<file path="src/rtl/mem_readback_streamer.sv">
// -----------------------------------------------------------------------------
// mem_readback_streamer
//
// Streams a block of 32-bit words out of a synchronous-read memory into a
// pipe-out FIFO.
//
// A start pulse latches the byte address and byte count. The byte count is
// rounded up to whole words and clamped to the size of the memory. Reads then
// issue at up to one word per cycle, and the address wraps at the end of the
// memory. Returned data passes through a 2-entry in-order skid buffer, so a
// read already in flight still has a slot when fifo_full rises. When the skid
// buffer is empty, the word arriving from the memory goes straight to the
// FIFO. The first FIFO write therefore comes two cycles after start.
//
// Optional feature (macro MEM_READBACK_CHECKSUM_EN):
//   adds output checksum, the mod-2^32 sum of the words written to the FIFO
//   in the current or last transfer.
//
// Ports
//   core_clk    in   sole clock, rising edge
//   reset       in   asynchronous, active-high reset
//   start       in   one-cycle request to begin a readback (IDLE only)
//   abort       in   level, terminates an active transfer
//   base_addr   in   byte start address, bits [1:0] ignored
//   byte_count  in   bytes to read, sampled with start
//   mem_en      out  memory read enable
//   mem_addr    out  word-aligned byte address of the read
//   mem_dout    in   read data, valid one cycle after mem_en
//   fifo_din    out  word to the FIFO (oldest buffered word)
//   fifo_wr_en  out  FIFO write strobe
//   fifo_full   in   FIFO cannot accept a write this cycle
//   busy        out  high in any state except IDLE
//   done        out  one-cycle pulse after completion or abort
//   words_sent  out  words written to the FIFO in the current or last transfer
//   checksum    out  (MEM_READBACK_CHECKSUM_EN only) sum of the words written
// -----------------------------------------------------------------------------
module mem_readback_streamer #(
    parameter int unsigned MEM_BYTES = 32'h8000,
    parameter int unsigned DATA_W    = 32
) (
    input  logic              core_clk,
    input  logic              reset,
    input  logic              start,
    input  logic              abort,
    input  logic [31:0]       base_addr,
    input  logic [31:0]       byte_count,
    output logic              mem_en,
    output logic [31:0]       mem_addr,
    input  logic [DATA_W-1:0] mem_dout,
    output logic [DATA_W-1:0] fifo_din,
    output logic              fifo_wr_en,
    input  logic              fifo_full,
    output logic              busy,
    output logic              done,
    output logic [31:0]       words_sent
`ifdef MEM_READBACK_CHECKSUM_EN
    ,
    output logic [31:0]       checksum
`endif
);

    localparam logic [31:0] ADDR_MASK = 32'(MEM_BYTES - 1);
    localparam logic [31:0] MAX_BYTES = 32'(MEM_BYTES);
    localparam logic [31:0] MAX_WORDS = 32'(MEM_BYTES / 4);

    typedef enum logic [1:0] {
        IDLE   = 2'd0,
        READ   = 2'd1,
        DRAIN  = 2'd2,
        FINISH = 2'd3
    } state_t;

    state_t            state;
    state_t            next_state;

    logic [31:0]       req_words;
    logic [31:0]       rd_ptr;
    logic [31:0]       remaining;
    logic [31:0]       total_words;
    logic [31:0]       sent_q;
    logic              rd_valid;      // a read issued last cycle returns now
    logic [1:0]        skid_cnt;
    logic [DATA_W-1:0] skid_q [2];    // [0] is the oldest entry
    logic [2:0]        in_use;

    logic              accept;
    logic              xfer_active;
    logic              kill;
    logic              issue;
    logic              head_valid;
    logic              wr;

    // Word count for a new request: ceil(byte_count/4), clamped to the memory.
    // NOTE: every variable in an always_comb gets a default first, so no
    // path leaves it unassigned and infers a latch.
    always_comb begin
        req_words = '0;
        if (byte_count > MAX_BYTES) begin
            req_words = MAX_WORDS;
        end else begin
            req_words = (byte_count >> 2) + {31'd0, |byte_count[1:0]};
        end
    end

    // Start is ignored when it coincides with abort.
    assign accept      = (state == IDLE) && start && !abort;
    assign xfer_active = (state == READ) || (state == DRAIN);
    assign kill        = xfer_active && abort;

    // Buffered words plus the read in flight must never exceed the two skid
    // slots, so a new read issues only while their sum is below 2.
    assign in_use      = {1'b0, skid_cnt} + {2'b00, rd_valid};
    assign issue       = (state == READ) && !abort && (remaining != '0) && (in_use < 3'd2);

    // Returning data counts as present in the skid buffer in the cycle it
    // arrives. Writing it straight through keeps the rate at one word per cycle.
    assign head_valid  = (skid_cnt != 2'd0) || rd_valid;
    assign wr          = xfer_active && !abort && head_valid && !fifo_full;

    assign mem_addr    = rd_ptr;
    assign words_sent  = sent_q;

    // FSM: state register
    // NOTE: sequential state uses non-blocking assignments only. Every flop
    // then samples pre-edge values, whatever order the blocks run in.
    always_ff @(posedge core_clk or posedge reset) begin
        if (reset) begin
            state <= IDLE;
        end else begin
            state <= next_state;
        end
    end

    // FSM: next-state logic
    always_comb begin
        next_state = state;
        case (state)
            IDLE: begin
                if (accept) begin
                    next_state = (req_words == '0) ? FINISH : READ;
                end
            end
            READ: begin
                if (abort) begin
                    next_state = FINISH;
                end else if (issue && (remaining == 32'd1)) begin
                    next_state = DRAIN;
                end
            end
            DRAIN: begin
                if (abort) begin
                    next_state = FINISH;
                end else if (sent_q == total_words) begin
                    next_state = FINISH;
                end
            end
            FINISH: begin
                next_state = IDLE;
            end
            default: begin
                next_state = IDLE;
            end
        endcase
    end

    // FSM: outputs
    always_comb begin
        busy       = (state != IDLE);
        mem_en     = issue;
        fifo_wr_en = wr;
        fifo_din   = '0;
        if (skid_cnt != 2'd0) begin
            fifo_din = skid_q[0];
        end else if (rd_valid) begin
            fifo_din = mem_dout;
        end
    end

    // Transfer bookkeeping: pointer, counters, skid occupancy, done pulse.
    always_ff @(posedge core_clk or posedge reset) begin
        if (reset) begin
            rd_ptr      <= '0;
            remaining   <= '0;
            total_words <= '0;
            sent_q      <= '0;
            rd_valid    <= 1'b0;
            skid_cnt    <= 2'd0;
            done        <= 1'b0;
        end else begin
            // done follows the single FINISH cycle, one cycle late.
            done <= (state == FINISH);
            if (accept) begin
                rd_ptr      <= base_addr & ADDR_MASK & 32'hFFFF_FFFC;
                remaining   <= req_words;
                total_words <= req_words;
                sent_q      <= '0;
                rd_valid    <= 1'b0;
                skid_cnt    <= 2'd0;
            end else begin
                if (issue) begin
                    rd_ptr    <= (rd_ptr + 32'd4) & ADDR_MASK;
                    remaining <= remaining - 32'd1;
                end
                if (wr) begin
                    sent_q <= sent_q + 32'd1;
                end
                if (kill) begin
                    // Drop buffered words and the read still in flight.
                    rd_valid  <= 1'b0;
                    skid_cnt  <= 2'd0;
                    remaining <= '0;
                end else begin
                    rd_valid <= issue;
                    case ({wr, rd_valid})
                        2'b01:   skid_cnt <= skid_cnt + 2'd1;
                        2'b10:   skid_cnt <= skid_cnt - 2'd1;
                        default: skid_cnt <= skid_cnt;
                    endcase
                end
            end
        end
    end

    // Skid buffer storage. A word that arrives while the buffer is empty and
    // is written through at once is never stored.
    // NOTE: the data slots have no reset. skid_cnt alone marks them valid,
    // and fifo_din is forced to zero while the buffer is empty.
    always_ff @(posedge core_clk) begin
        if (rd_valid) begin
            if (wr) begin
                if (skid_cnt == 2'd1) begin
                    skid_q[0] <= mem_dout;
                end
            end else if (skid_cnt == 2'd0) begin
                skid_q[0] <= mem_dout;
            end else begin
                skid_q[1] <= mem_dout;
            end
        end else if (wr) begin
            skid_q[0] <= skid_q[1];
        end
    end

`ifdef MEM_READBACK_CHECKSUM_EN
    // Running sum of the words written. It stops changing on abort because
    // writes are suppressed from the abort cycle onwards.
    logic [31:0] checksum_q;

    always_ff @(posedge core_clk or posedge reset) begin
        if (reset) begin
            checksum_q <= '0;
        end else if (accept) begin
            checksum_q <= '0;
        end else if (wr) begin
            checksum_q <= checksum_q + 32'(fifo_din);
        end
    end

    assign checksum = checksum_q;
`endif

endmodule

</file>
<file path="config.mk">
export PLATFORM = sky130hd
export DESIGN_NAME = mem_readback_streamer
export DESIGN_NICKNAME = d
export VERILOG_FILES = /design/src/rtl/mem_readback_streamer.sv
export SDC_FILE = /design/constraint.sdc
export NUM_CORES = 1
export LEC_CHECK = 0
export ABC_AREA = 1
export CAP_MARGIN = 10
export CORE_MARGIN = 2
export CORE_UTILIZATION = 43
export DETAILED_ROUTE_END_ITERATION = 6
export PLACE_DENSITY = 0.77
export SKIP_LAST_GASP = 1
export SYNTH_ARGS = -nofsm -noshare
export SYNTH_HDL_FRONTEND = slang
export SYNTH_SLANG_ARGS = --single-unit
</file>
<file path="constraint.sdc">
create_clock -name core_clk -period 4.6 [get_ports core_clk]
set_input_delay 0.92 -clock core_clk [delete_from_list [all_inputs] [get_ports core_clk]]
set_output_delay 0.92 -clock core_clk [all_outputs]
set_load 0.02 [all_outputs]
</file>
# Yosys cells after proc, flatten, opt, wreduce, memory -nomap -nowiden
# Memories as Yosys holds them, arrays and structs flattened.
# Cells that the tools add are included.
# W data, S select, Z words.
[op_classes] add_sub_neg=7 n_mul=0 n_div=0 order_cmp=2 n_eq_ne=11 shifts=0 muxes=42 bitwise=2 n_reduce_logical=27
[ops] op="$mux W32" count=13
[ops] op="$add A32 B1 Y32 const B" count=1
[ops] op="$eq A32 B1 Y1 const B" count=1
[ops] op="$eq A32 B32 Y1" count=1
[ops] op="$gt A32 B16 Y1 const B" count=1
[ops] op="$logic_not A32 Y1" count=1
[ops] op="$reduce_bool A32 Y1" count=1
[ops] op="$reduce_or A32 Y1" count=1
[ops] op="$sub A32 B1 Y32 const B" count=1
[ops] op="$add A30 B1 Y31" count=1
[ops] op="$mux W1" count=19
[ops] op="$mux W2" count=8
[ops] op="$add A15 B3 Y15 const B" count=1
[ops] op="$logic_and A1 B1 Y1" count=10
[ops] op="$pmux W2 S4" count=1
[ops] op="$reduce_bool A2 Y1" count=4
[ops] op="$eq A2 B1 Y1 const B" count=3
[ops] op="$eq A2 B2 Y1 const B" count=3
[ops] op="$ne A3 B2 Y1 const B" count=2
[ops] op="$logic_not A2 Y1" count=2
[ops] op="$pmux W2 S2" count=1
[ops] op="$reduce_bool A4 Y1" count=1
[ops] op="$add A2 B1 Y3" count=1
[ops] op="$lt A3 B2 Y1 const B" count=1
[ops] op="9 further kinds" count=12
[totals] reg_bits=134 latch_bits=0 ram_bits=64 rom_bits=0 inputBits=101 out_inout_bits=100 word_cells=100 mem_count=1
[mem_list] name="skid_q" words=2 width=32 read_ports=2 rd_clocked_by_memory_dff=0 write_ports=1 line="83" text="logic [DATA_W-1:0] skid_q [2];"

# Longest topological paths before layout
[depth] depth_word=11 depth_mapped=16 ltp_nobuf=16

# Worst setup path after synthesis
# No wires, ideal clock.
[synth_path] path_type="input -> register" startpoint="input port fifo_full" endpoint="memory skid_q[0][0] (enable)" setup_ns=0.428 t_arrival_ns=3.079 required_ns=4.172 setup_slack_ns=1.093 cell_stages=7 path_cell_list="nor2_1 nand3_2 clkinv_1 ha_1 clkbuf_1 clkbuf_1 o21bai_1"
[synth_via] elab_chain_cells=8 word_cells_on_any_way=19 classes_between="mux (14); bitwise (2); reduce/logical (3)"
[synth_rtl] element="start: declaration" line="52" text="input logic fifo_full,"
[synth_rtl] element="$logic_not A1 Y1 (*)" line="118" text="assign wr = xfer_active && !abort && head_valid && !fifo_full;"
[synth_rtl] element="$logic_and A1 B1 Y1 (*)" line="118"
[synth_rtl] element="net fifo_wr_en" line="51" text="output logic fifo_wr_en,"
[synth_rtl] element="parallel branches: the longest is 6 deep, another holds $reduce_or A32 Y1"
[synth_rtl] element="end: declaration" line="83"
# Mark *: on every way through the listed nets, which the timed path passes.

# Worst setup path in the final report
[layout_path] startpoint="register skid_cnt[0]" endpoint="output port fifo_din[11]"
[layout_via] elab_chain_cells=2
[layout_rtl] element="start: declaration" line="82" text="logic [1:0] skid_cnt;"
[layout_rtl] element="start signal: assignment" line="215" text="2'b01: skid_cnt <= skid_cnt + 2'd1;"
[layout_rtl] element="start signal: assignment" line="216" text="2'b10: skid_cnt <= skid_cnt - 2'd1;"
[layout_rtl] element="start signal: assignment" line="217" text="default: skid_cnt <= skid_cnt;"
[layout_rtl] element="$reduce_bool A2 Y1" line="172" text="if (skid_cnt != 2'd0) begin"
[layout_rtl] element="$mux W32" line="172"
[layout_rtl] element="end: declaration" line="50" text="output logic [DATA_W-1:0] fifo_din,"
# No other way between the ends.

==> run summary <==
• complete, no violations — status
• 5.66 nW — leakage power
• 32 — crit path max fanout
• 2 — deepest clock path buffer count
• 0.436 — Starting Density
• 5.15 — via-per-instance ratio
• 440 ps — Worst-Skew Late Latency
• 547 mW/mm2 — power per standard cell area
• 0.437 — proportion of total power due to net switching
• 927 — initial detailed-routing violation count
• buffers and inverters — Largest delay share family, worst path
• dfrtp_1 — largest area contributor in the synthesized netlist
• 1856 — Placed Instances
• 0 — Final Setup Violations
• 1400 — post-synthesis instance total
• 70 ps — clock edge transition at the registers on the reported setup and hold paths
• 0.898 — final weighted congestion in routability-driven placement
• 1889 — non-filler cells in the finished layout
• 0.213 — global router's overall resource usage
• 66 — pin count of the biggest net entering global routing
• 161 um — die boundary height
• 710 ps — Largest stage delay, worst path
• 0 — number of buffers inserted by post-CTS setup repair
• 0.538 — utilization after layout
• 162 — Buffers on Ports
• 201 — top-level I/O count
• 0 ps — setup TNS after final layout
• 0 — max-cap viol count
• 4.01 mW — cell internal power dissipation
• 14.5 um — detailed-route wire length per cell
• 0.0242 mm2 — placeable core area
• 0 — count of hold-fix buffers inserted at cts
• 0 — total overflow reported by the global router
• clkdlybuf4s50_1 — Slowest-stage cell, CP
• 0 — max-slew violation count
• 0 — number of gates resized after cts
• 27400 um — total wirelength of the detailed-routed design
• 178 — number of clock sinks
• 9121 — number of global-route vias before repair
• 0.459 — power share of the combinational group
• 0.212 — power share of the clock group
• register — startpoint type of the worst setup path
• reg2reg — class of the tightest hold or removal check
• 0 — Hold Fails Final Rpt
• no — setup repair after global routing missed its margin
• 335 x nand2_1, 192 x inv_1, 181 x nor2_1 — most used standard cells in the synthesized netlist
• dfrtp_1 — Top FF cell, synth
• 0.451 — register area share after synthesis
• 23.2% — area added between synthesis and finish
• 64 — number of enable flip-flop cells after synthesis
• 13.5 ps — maximum clock skew at final layout
• 0.329 — sequential power share
• 3.12 mW — sw power
• 0.836 — final clock period utilization by the worst path
• built — clock tree from TritonCTS
• 2 — count of buffering cells on the critical path with inverters included
• clkbuf_16 — cell chosen for the clock root
• 47 — Distinct cells, synth
• 996 ps — Worst Max-Slew Pin Slew
• dfrtp_1 27%, edfxtp_1 18%, nand2_1 12%, inv_1 6.8%, nor2_1 6.4% — most area-consuming cells after synthesis
• primary output — Crit. End Element
• 261 uV — worst IR drop on VDD
• 0.0106 mm2 — cell area after technology mapping
• reg2out — type of the setup path with the least slack
• 178 — synthesized flop and latch total
• 57 — number of standard-cell rows in the floorplan
• 161 um — Die X
• 1666 — Total Nets Final
• nand2_1 — most frequently used cell type in the post-synthesis netlist
• 0 — DRC
• 44900 um — global-route wire length before repair
• 260 MHz — Max Fclk
• 1 — number of antenna violations at the first check in global routing
• 17 — number of buffers created by CTS
• 19700 um — post-detailed-placement half-perimeter wirelength
• 2930 ps — critical path arrival
• 0.640 — post-synthesis async set-or-reset flop share
• 9726 — vias
• 0.0259 mm2 — Die ar.
• 0 — post-route antenna net violation count
• 3850 ps — crit path time final
• 0 — Warnings, synthesis
• 0.334 — relative slew slack
• inv_1 > ha_1 > nand2_1 > o21ai_0 > clkdlybuf4s50_1 — worst path cell trace
• 0.270 — top cell type's share of synthesized area
• 4 — CTS H-tree depth
• 0.0614 — fraction of final layout cells sized beyond drive strength 1
• 5 — First-pass DRT Iterations
• 7.56 um2 — post-synthesis average cell area
• 3680 ps — required time worst endpoint
-- per-layer routing --
metal  global-route usage  share of wire  up-vias
met2                0.345           0.47      358
li1                     -              -     4815
met5                    0              0        -
met1                0.287           0.45     4505
met3               0.0372          0.067       48
met4               0.0832          0.023        0
-- area by class of cell --
type / count / area, um2
well taps: 324 / 405
diodes: 1 / 2.50
clock inverters: 15 / 180
fillers: 2219 / 11200
flip-flops and latches: 178 / 4770
inverters: 201 / 761
multi-input cells: 980 / 4770
clock buffers: 17 / 425
repair buffers: 173 / 1720
-- power groups by stage --
stage,Clock [mW],Sequential [mW],Combinational [mW]
2_1_floorplan,0,2.38,2.21
3_3_place_gp,0,2.35,3.17
3_5_place_dp,0,2.37,3.26
4_1_cts,1.53,2.34,3.27
5_1_grt,1.58,2.39,3.65
6_report,1.51,2.34,3.27
-- path summary, 6_finish.rpt --
| kind | endpoint | slack, ps | startpoint | cells past startpoint |
|---|---|---|---|---|
| setup reg to reg | remaining[23] | 1790 | state[0] | 10 |
| hold reg to reg | total_words[27] | 510 | total_words[27] | 2 |
| max in group asynchronous | total_words[25] | 2860 | reset | 3 |
| hold / removal | total_words[27] | 510 | total_words[27] | 2 |
| setup / recovery | fifo_din[11] | 750 | skid_cnt[0] | 5 |
| min in group asynchronous | remaining[27] | 960 | reset | 2 |
-- kinds of logic after synthesis --
logic type	share of synthesized area
and+or+nand+nor	0.284
buffers and inverters	0.105
AOI/OAI and AO/OA	0.118
DFF	0.451
xor gates and xnor gates	0.0257
adders and majority gates	0.0166
other	0.000354
-- worst min-delay path, delay by kind of cell, from the launching register on --
family                 cells  cell delay [ps]
buffers and inverters      1               50
flip-flops                 1              340
AND/OR/NAND/NOR            1               80
-- registers in the layout, indices dropped and copies added (netlist names) --
register / count
skid_cnt: 2
remaining: 32
mem_addr: 13
skid_q: 64
words_sent: 32
rd_valid: 1
done: 1
total_words: 31
state: 2
-- metrics by stage --
step | instance area (um2) | hold slack [ps] | setup slack [ps] | total power, mW
3_3_place_gp | 12400 | 498 | 982 | 5.53
6_report | 13000 | 514 | 754 | 7.13
5_1_grt | 13000 | 537 | 521 | 7.62
4_1_cts | 13000 | 516 | 710 | 7.14
3_5_place_dp | 12400 | 503 | 988 | 5.62
2_1_floorplan | 10600 | 486 | 664 | 4.59
-- cells in the final DEF (no fill, tap or decap), types with 7 or more instances in the layout --
cell type / count
inv_1: 190
inv_2: 7
a31oi_1: 7
buf_4: 10
nand3_1: 66
xor2_1: 18
nand2_1: 335
edfxtp_1: 64
dfrtp_1: 114
o21ai_1: 23
nand4_1: 35
clkdlybuf4s50_1: 162
o21ai_0: 130
nor3_1: 28
nand2_2: 8
nor2_4: 7
conb_1: 19
nor2_1: 181
nor2_2: 7
clkbuf_16: 17
xnor2_1: 13
a21oi_1: 36
inv_8: 9
ha_1: 13
o31ai_1: 7
(Power assumes the default switching activity.)
